$ cat src/rtl/tpu_host_if_if.sv
// tpu_host_if_if: bundle of the host byte streams and the core-side operand,
// launch and result signals for tpu_host_if.
//   rx_*        host -> block command/payload bytes (valid/ready)
//   tx_*        block -> host result bytes (valid/ready)
//   mat_a/mat_b flat operand matrices, row-major, element 0 at LSBs
//   start       one-cycle launch pulse; core_done/core_result from the core
//   busy/err    status
// Modports: slave = the host interface block, master = its environment.
interface tpu_host_if_if #(
    parameter int N  = 2,
    parameter int DW = 8,
    parameter int AW = 16
);
    logic [7:0]          rx_data;
    logic                rx_valid;
    logic                rx_ready;
    logic [7:0]          tx_data;
    logic                tx_valid;
    logic                tx_ready;
    logic [N*N*DW-1:0]   mat_a;
    logic [N*N*DW-1:0]   mat_b;
    logic                start;
    logic                core_done;
    logic [N*N*AW-1:0]   core_result;
    logic                busy;
    logic                err;

    modport slave (
        input  rx_data, rx_valid, tx_ready, core_done, core_result,
        output rx_ready, tx_data, tx_valid, mat_a, mat_b, start, busy, err
    );

    modport master (
        output rx_data, rx_valid, tx_ready, core_done, core_result,
        input  rx_ready, tx_data, tx_valid, mat_a, mat_b, start, busy, err
    );
endinterface

$ cat src/rtl/tpu_host_if.sv
// tpu_host_if: byte-stream host front end for an NxN systolic matmul core.
// Decodes command bytes (opcode = rx_data[7:6]: NOP, LOAD_A, LOAD_B, RUN),
// assembles A/B byte-by-byte, pulses start, captures core_result on
// core_done and streams it back LSB byte first.
// Ports:
//   clk  rising-edge clock
//   rst  asynchronous active-high reset
//   bus  tpu_host_if_if.slave (rx/tx streams, operands, start/done, status)
// Optional feature: define TPU_HOST_TIMEOUT_EN to add a WAIT-state watchdog
// of TIMEOUT_CYC cycles that sets the sticky err flag and aborts the run.
module tpu_host_if #(
    parameter int N           = 2,
    parameter int DW          = 8,
    parameter int AW          = 16,
    parameter int TIMEOUT_CYC = 1024
) (
    input  logic          clk,
    input  logic          rst,
    tpu_host_if_if.slave  bus
);
    localparam int LD_BYTES = N * N * DW / 8;
    localparam int TX_BYTES = N * N * AW / 8;
    localparam int MAXB     = (LD_BYTES > TX_BYTES) ? LD_BYTES : TX_BYTES;
    localparam int CW       = $clog2(MAXB);
    localparam int LIW      = $clog2(LD_BYTES);
    localparam int SIW      = $clog2(TX_BYTES);

    if (!(DW == 8 || DW == 16) || (AW % 8) != 0 || AW > 32 || N < 2 || TIMEOUT_CYC < 1) begin : g_param_chk
        $error("tpu_host_if: unsupported parameter set");
    end

    typedef enum logic [2:0] {IDLE, LOAD, START, WAIT, SEND} state_t;

    state_t                     state, state_n;
    logic                       tgt_b;
    logic [CW-1:0]              cnt;
    logic [LD_BYTES-1:0][7:0]   mat_a_q, mat_b_q;
    logic [TX_BYTES-1:0][7:0]   res_q;
    logic                       rx_fire, tx_fire, last_ld, last_tx, timeout;

    assign rx_fire = bus.rx_valid && bus.rx_ready;
    assign tx_fire = bus.tx_valid && bus.tx_ready;
    assign last_ld = (cnt == CW'(LD_BYTES - 1));
    assign last_tx = (cnt == CW'(TX_BYTES - 1));
    assign bus.mat_a = mat_a_q;
    assign bus.mat_b = mat_b_q;

`ifdef TPU_HOST_TIMEOUT_EN
    localparam int WW = $clog2(TIMEOUT_CYC + 1);
    logic [WW-1:0] wdog;
    logic          err_q;

    // wdog holds the number of completed WAIT cycles; the limit is hit on the
    // TIMEOUT_CYC-th cycle, where a simultaneous core_done still wins.
    assign timeout = (state == WAIT) && (wdog == WW'(TIMEOUT_CYC - 1)) && !bus.core_done;
    assign bus.err = err_q;

    always_ff @(posedge clk or posedge rst) begin
        if (rst) begin
            wdog  <= '0;
            err_q <= 1'b0;
        end else begin
            if (state == START)     wdog  <= '0;
            else if (state == WAIT) wdog  <= wdog + 1'b1;
            if (timeout)            err_q <= 1'b1;
        end
    end
`else
    assign timeout = 1'b0;
    assign bus.err = 1'b0;
`endif

    always_comb begin
        state_n      = state;
        bus.rx_ready = 1'b0;
        bus.start    = 1'b0;
        bus.tx_valid = 1'b0;
        bus.tx_data  = 8'h00;
        bus.busy     = (state != IDLE);
        case (state)
            IDLE: begin
                bus.rx_ready = 1'b1;
                if (rx_fire) begin
                    case (bus.rx_data[7:6])
                        2'b01, 2'b10: state_n = LOAD;
                        2'b11:        state_n = START;
                        default:      state_n = IDLE;
                    endcase
                end
            end
            LOAD: begin
                bus.rx_ready = 1'b1;
                if (rx_fire && last_ld) state_n = IDLE;
            end
            START: begin
                bus.start = 1'b1;
                state_n   = WAIT;
            end
            WAIT: begin
                if (bus.core_done) state_n = SEND;
                else if (timeout)  state_n = IDLE;
            end
            SEND: begin
                bus.tx_valid = 1'b1;
                bus.tx_data  = res_q[cnt[SIW-1:0]];
                if (tx_fire && last_tx) state_n = IDLE;
            end
            default: state_n = IDLE;
        endcase
    end

    always_ff @(posedge clk or posedge rst) begin
        if (rst) begin
            state   <= IDLE;
            tgt_b   <= 1'b0;
            cnt     <= '0;
            mat_a_q <= '0;
            mat_b_q <= '0;
            res_q   <= '0;
        end else begin
            state <= state_n;
            case (state)
                IDLE: if (rx_fire) tgt_b <= (bus.rx_data[7:6] == 2'b10);
                LOAD: if (rx_fire) begin
                    if (tgt_b) mat_b_q[cnt[LIW-1:0]] <= bus.rx_data;
                    else       mat_a_q[cnt[LIW-1:0]] <= bus.rx_data;
                    cnt <= last_ld ? '0 : cnt + 1'b1;
                end
                WAIT: if (bus.core_done) begin
                    res_q <= bus.core_result;
                    cnt   <= '0;
                end
                SEND: if (tx_fire) cnt <= last_tx ? '0 : cnt + 1'b1;
                default: ;
            endcase
        end
    end
endmodule

$ cat src/flat_wrapper.sv
// flat-port wrapper written by rule: the top's interface ports become plain ports
module tpu_host_if_flat 
#(
    parameter int N           = 2,
    parameter int DW          = 8,
    parameter int AW          = 16,
    parameter int TIMEOUT_CYC = 1024
)
  (clk, rst, bus_rx_data, bus_rx_valid, bus_tx_ready, bus_core_done, bus_core_result, bus_rx_ready, bus_tx_data, bus_tx_valid, bus_mat_a, bus_mat_b, bus_start, bus_busy, bus_err);
  tpu_host_if_if #(.N(N), .DW(DW), .AW(AW)) bus_i ();
  input  logic clk;
  input  logic rst;
  input wire logic [$bits(bus_i.rx_data)-1:0] bus_rx_data;
  input wire logic [$bits(bus_i.rx_valid)-1:0] bus_rx_valid;
  input wire logic [$bits(bus_i.tx_ready)-1:0] bus_tx_ready;
  input wire logic [$bits(bus_i.core_done)-1:0] bus_core_done;
  input wire logic [$bits(bus_i.core_result)-1:0] bus_core_result;
  output wire logic [$bits(bus_i.rx_ready)-1:0] bus_rx_ready;
  output wire logic [$bits(bus_i.tx_data)-1:0] bus_tx_data;
  output wire logic [$bits(bus_i.tx_valid)-1:0] bus_tx_valid;
  output wire logic [$bits(bus_i.mat_a)-1:0] bus_mat_a;
  output wire logic [$bits(bus_i.mat_b)-1:0] bus_mat_b;
  output wire logic [$bits(bus_i.start)-1:0] bus_start;
  output wire logic [$bits(bus_i.busy)-1:0] bus_busy;
  output wire logic [$bits(bus_i.err)-1:0] bus_err;
  assign bus_i.rx_data = bus_rx_data;
  assign bus_i.rx_valid = bus_rx_valid;
  assign bus_i.tx_ready = bus_tx_ready;
  assign bus_i.core_done = bus_core_done;
  assign bus_i.core_result = bus_core_result;
  assign bus_rx_ready = bus_i.rx_ready;
  assign bus_tx_data = bus_i.tx_data;
  assign bus_tx_valid = bus_i.tx_valid;
  assign bus_mat_a = bus_i.mat_a;
  assign bus_mat_b = bus_i.mat_b;
  assign bus_start = bus_i.start;
  assign bus_busy = bus_i.busy;
  assign bus_err = bus_i.err;
  tpu_host_if #(.N(N), .DW(DW), .AW(AW), .TIMEOUT_CYC(TIMEOUT_CYC)) u_core (.clk(clk), .rst(rst), .bus(bus_i));
endmodule
$ cat config.mk
export PLATFORM = sky130hd
export DESIGN_NAME = tpu_host_if_flat
export DESIGN_NICKNAME = d
export VERILOG_FILES = /design/src/rtl/tpu_host_if_if.sv /design/src/rtl/tpu_host_if.sv /design/src/flat_wrapper.sv
export SDC_FILE = /design/constraint.sdc
export NUM_CORES = 1
export LEC_CHECK = 0
export CAP_MARGIN = 20
export CORE_UTILIZATION = 35
export CTS_BUF_LIST = sky130_fd_sc_hd__clkbuf_4
export CTS_CLUSTER_SIZE = 10
export DETAILED_ROUTE_END_ITERATION = 8
export PLACE_DENSITY = 0.7
export SLEW_MARGIN = 5
export SYNTH_ARGS = -nofsm -noshare
export SYNTH_HDL_FRONTEND = slang
export SYNTH_SLANG_ARGS = --single-unit
$ cat constraint.sdc
create_clock -name clk -period 4.2 [get_ports clk]
set_input_delay 0.84 -clock clk [delete_from_list [all_inputs] [get_ports clk]]
set_output_delay 0.84 -clock clk [all_outputs]
set_load 0.005 [all_outputs]
==> flow_summary.ini <==
[run_status]
status = complete, no violations

[floorplanning]
die_y_um = 132
die_area_mm2 = 0.0174
die_x_um = 132
start_util_pct = 35.8
rows = 47
coreArea_mm2 = 0.0165
ios = 154

[power]
p_total_w = 0.00520
ir_worst_vdd_mv = 0.273
power_density_mw_per_mm2 = 658
p_leak_nw = 3.39

[grt]
grt_pass1_vias = 4000
track_usage_pct = 16.2
grt_pass1_wl_um = 21500
overflow = 0
antenna_found_initial = 0
grt_max_degree = 133

[synthesis]
yosys.area_share.simple_pct = 5.25
syn_inst = 390
muxShareOfSynthArea_pct = 30.8
synthAdderAreaFrac_pct = 1.90
ys_ff_latch = 135
ys_seq_area_share_pct = 57.1
synth_xor_area_share_pct = 0
synth_area_leaders = dfrtp_1, mux2_2, mux4_2, ha_1, nand2_1
synth_fp_nets = 476
yosysWarnings = 0
yosys.area.top_type = dfrtp_1
avgSynthCellArea_um2 = 15.2
netlist.area_leader.share_pct = 57.1
yosysUniqueCellTypes = 36
syn_area_mm2 = 0.00591
synth_top_family_by_area = multiplexers
synth_compound_area_share_pct = 2.67

[clock_tree]
cts_hold_buf = 0
cts_setup_buffers = 0
clkSinkCount = 135
cts.path.max_buffers = 2
htreeDepth = 4
cts_resized = 0
cts_inserted_buffers = 17
clockRootBuffer = clkbuf_4
cts.clk_slew.worst_paths_ps = 110
clk_latency_ps = 530
cts_tree = built

[cells_and_area]
final_common_cell = clkdlybuf4s50_1
final_cell_mix = clkdlybuf4s50_1, dfrtp_1, mux2_2, nand2_1, clkbuf_4
num-nets-final = 634
drive_gt1_share_pct = 32.4
stdcell_count = 782
areaGrowthSynthToFinish_pct = 33.7

[timing]
setup_viol = 0
fin_crit_ps = 3540
fmax_mhz = 283
relSlewSlack_pct = 37.5
final-max-slew-violation-count = 0
rsz0062_at_grt = false
hold_viol_final = 0
fin_ws_ps = 665
tns_ps = 0
holdWs_ps = 503
fin_crit_sh_pct = 84.2
finClkSkew_ps = 16.8
tightest_slew_ps = 937

[routing]
drtPass1Iterations = 6
drtIter0Drc = 108
antenna_left = 0
num_vias = 3757
wl_per_cell_um = 16.9
drc_errors = 0
wl_um = 13200
vias_per_cell = 4.80

[job]
max_cap_violations = 0

[placed_design]
dp_slack_ps = 1200
portBuffers = 152
dp_cells = 749
place_hpwl_um = 9480
routabilityCongestion = 0.764

[critical_path]
crit_fanout = 20
startpoint_type = register
cp_data_required_time_ps = 3360
critPathCaptureType = output pin
crit_arrival_ps = 2700
crit_type = reg -> out

[worst_hold_path]
hp-class = reg -> reg
## worst max-delay path, cell delays in order (launching register included)
cell             delay (ps)
dfrtp_1                 970
mux4_2                  400
nand2_1                  70
a21oi_1                 190
clkdlybuf4s50_1         540
## per-stage QoR
| stage | cell area [um^2] | utilization, % |
|---|---|---|
| finish | 7910 | 47.8 |
| global route | 7900 | 47.8 |
| CTS | 7900 | 47.8 |
| detailed placement | 7670 | 46.4 |
| global placement | 7670 | 46.4 |
| floorplan | 5920 | - |
## worst paths after layout
path / start / endpoint / slack [ps] / cells past startpoint
max: u_core.cnt[1] / bus_tx_data[3] / 660 / 4
min: u_core.bus.mat_a[8] / u_core.bus.mat_a[8] / 500 / 1
max reg2reg: u_core.cnt[1] / u_core.bus.mat_b[21] / 1730 / 4
min reg2reg: u_core.bus.mat_a[8] / u_core.bus.mat_a[8] / 500 / 1
max in group asynchronous: rst / u_core.res_q[39] / 2780 / 3
min in group asynchronous: rst / u_core.bus.mat_a[30] / 540 / 2
## sequential cells by signal, indices dropped and copies added, names as in the netlist
signal	flops
u_core.res_q	64
u_core.state	3
u_core.bus.mat_a	32
u_core.bus.mat_b	32
u_core.cnt	3
u_core.tgt_b	1
## synthesized netlist by cell type, drive strengths merged
cell type / count
mux4: 16
a21boi: 3
mux2: 129
a21oi: 9
nand3: 1
or4b: 1
ha: 9
nand3b: 1
mux2i: 1
buf: 14
o211ai: 2
clkbuf: 3
nor2: 10
nor2b: 3
nand4: 1
conb: 1
a221oi: 1
o21a: 2
clkinv: 1
a2bb2oi: 1
nand2: 25
a31o: 1
inv: 8
nand4bb: 2
nand2b: 4
a221o: 1
a22o: 1
or3: 1
dfrtp: 135
nand4b: 1
o31ai: 2
## logic make-up after synthesis
family,count (synthesis)
AO/OA/AOI/OAI,23
adder cells (fa/ha/maj),9
buffers and inverters,26
flip-flops,135
multiplexers,146
other,1
AND/OR/NAND/NOR,50
## power by group
part | internal [W] | switching [W] | total, W
logic | 0.00143 | 0.000719 | 0.00215
registers | 0.00192 | 0.000393 | 0.00231
clock network | 0.000299 | 0.000442 | 0.000741
## per-layer routing
metal | vias to the layer above | track usage [%] | wire, um
met5 | - | 0 | 0
met4 | 0 | 4.97 | 100
met3 | 10 | 6.38 | 1110
met2 | 136 | 26.1 | 6390
met1 | 1888 | 20.1 | 5650
li1 | 1723 | - | -
## layout make-up
class / instances / area, um^2
diodes: 1 / 2.50
clock buffers: 20 / 150
clock inverters: 12 / 86.3
fillers: 1462 / 8620
inverters: 9 / 37.5
multi-input cells: 229 / 2410
flip-flops and latches: 135 / 3380
well taps: 220 / 275
repair buffers: 156 / 1560
No activity file was read; power rests on OpenSTA's default activity.
==> variant, RTL diff (same settings) <==
The 5 states of `state_t` get a Gray code encoding in 3 bits.
--- a/src/rtl/tpu_host_if.sv
+++ b/src/rtl/tpu_host_if.sv
@@ -31,3 +31,3 @@
 
-    typedef enum logic [2:0] {IDLE, LOAD, START, WAIT, SEND} state_t;
+    typedef enum logic [2:0] {IDLE = 3'b000, LOAD = 3'b001, START = 3'b011, WAIT = 3'b010, SEND = 3'b110} state_t;
 
Check against the original RTL: same outputs for any inputs over 4 cycles, from zero or initial values and one cycle with rst high; so few cycles prove little.
==> variant against the original RTL <==
Clock skew decreased by 8.6 ps; synthesized area grew 1.4%; combinational power down 12%; setup slack worse by 160 ps; worst hold slack lost 3.1 ps; wire length up 9.7%; design area increased by 1.1%; power fell by 1.3%; die area up 1.4%; sequential cell count did not move; largest cell class unchanged; highest routed layer unchanged.
==> variant: results (changes against the original RTL) <==
Power and ir drop
  • Leakage: 3.54 nW (+4.5%)
  • Peak VDD IR: 446 uV (+63%)
  • Switching power total: 1.60 mW (+2.9%)

Critical path
  • Worst Path Max Fanout: 51 (+160%)
  • RR Endpoint: u_core.bus.mat_b[28]
  • CP peak stage delay: 1030 ps (+60 ps)
  • Critical path arrival: 2860 ps (+160 ps)
  • Crit path capture: bus_tx_data[6]
  • Slowest-stage cell, CP: dfrtp_2

Clocking
  • H-tree levels: 4 (unchanged)
  • Clock root buffer: clkbuf_4

Layout
  • Max reg flops: 64 (unchanged)
  • Layout cell share with drive strength beyond 1: 0.270 (-0.0541)
  • Final std cells w/o fill: 797 (+1.9%)
  • # diodes: 0 (-1)
  • Fillers: 1472 (+0.68%)
  • Nets: 650 (+2.5%)

Synthesis
  • Top post-synthesis cells by area: dfrtp_1 (56%), mux2_2 (21%), mux2i_1 (3.0%), nor2_8 (2.7%), mux2_1 (2.6%)
  • Avg Cell Area, Syn: 14.5 um^2 (-4.2%)
  • Synth cell count leaders: dfrtp_1 (135), mux2_2 (114), mux2i_1 (18)
  • Sequential fraction of the synthesis area: 0.564 (-0.00787)
  • Cell variety after synth: 35 (-2.8%)

Hold path
  • Worst min-delay path class: reg2reg
  • Hold path endpoint: u_core.bus.mat_b[14]
  • Hold_sp: u_core.bus.mat_b[14]

Global route
  • M2 GR Usage: 0.306 (+0.0456)
  • Met3 track demand over resource: 0.0552 (-0.00865)
  • First-pass GRT wire length: 23200 um (+8.0%)
  • Tot GR Track Use: 0.174 (+0.0123)
  • Largest net degree at the start of global routing: 66 (-50%)
  • Met1 Use GR: 0.201 (about the same)

Outcome
  • Status: finished, final reports clean

Detailed routing
  • M1 wire length: 5970 um (+5.6%)
  • Met3 WL: 919 um (-17%)
  • WL met2: 7420 um (+16%)
  • Initial drt markers: 112 (+3.7%)
  • Mean routed wirelength per cell: 18.2 um (+7.7%)
  • Vias after detailed routing: 3955 (+5.3%)
  • Highest Signal Layer: met4
  • Pre-Repair DR Iteration Count: 4 (-2)

Placed design
  • DP Wirelength: 10600 um (+12%)
  • RePlAce Congestion: 0.794 (+3.9%)
  • Placed cell areas: 7700 um^2 (+0.49%)
  • Worst Setup Slack post-DPL: 1060 ps (-141 ps)

Timing
  • Fin Hold WS: 500 ps (-3.10 ps)
  • Final worst slack: 505 ps (-160 ps)
  • Worst slew pin tran: 974 ps (+36.7 ps)
[variant: cell type report]
class	instances	area [um^2]	share of cell area
multi-input cells	249	2460	0.308
flip-flops and latches	135	3380	0.423
clock inverters	13	163	0.0203
well taps	220	275	0.0344
repair buffers	155	1560	0.195
clock buffers	17	128	0.0160
inverters	8	33.8	0.00423
[variant: cell families after synthesis]
kind of cell	Yosys count	synth area share
adder cells (fa/ha/maj)	7	0.0146
flip-flops	135	0.564
multiplexers	146	0.271
other	1	0.000626
buffers and inverters	29	0.0271
AO/OA/AOI/OAI	36	0.0457
AND/OR/NAND/NOR	59	0.0779
[variant: power groups by stage]
stage / logic, mW / clock network [mW] / registers [mW]
6_report: 1.90 / 0.903 / 2.33
4_1_cts: 1.94 / 0.930 / 2.33
3_5_place_dp: 1.93 / 0 / 2.36
2_1_floorplan: 1.26 / 0 / 2.13
5_1_grt: 2.09 / 0.987 / 2.40
3_3_place_gp: 1.87 / 0 / 2.33
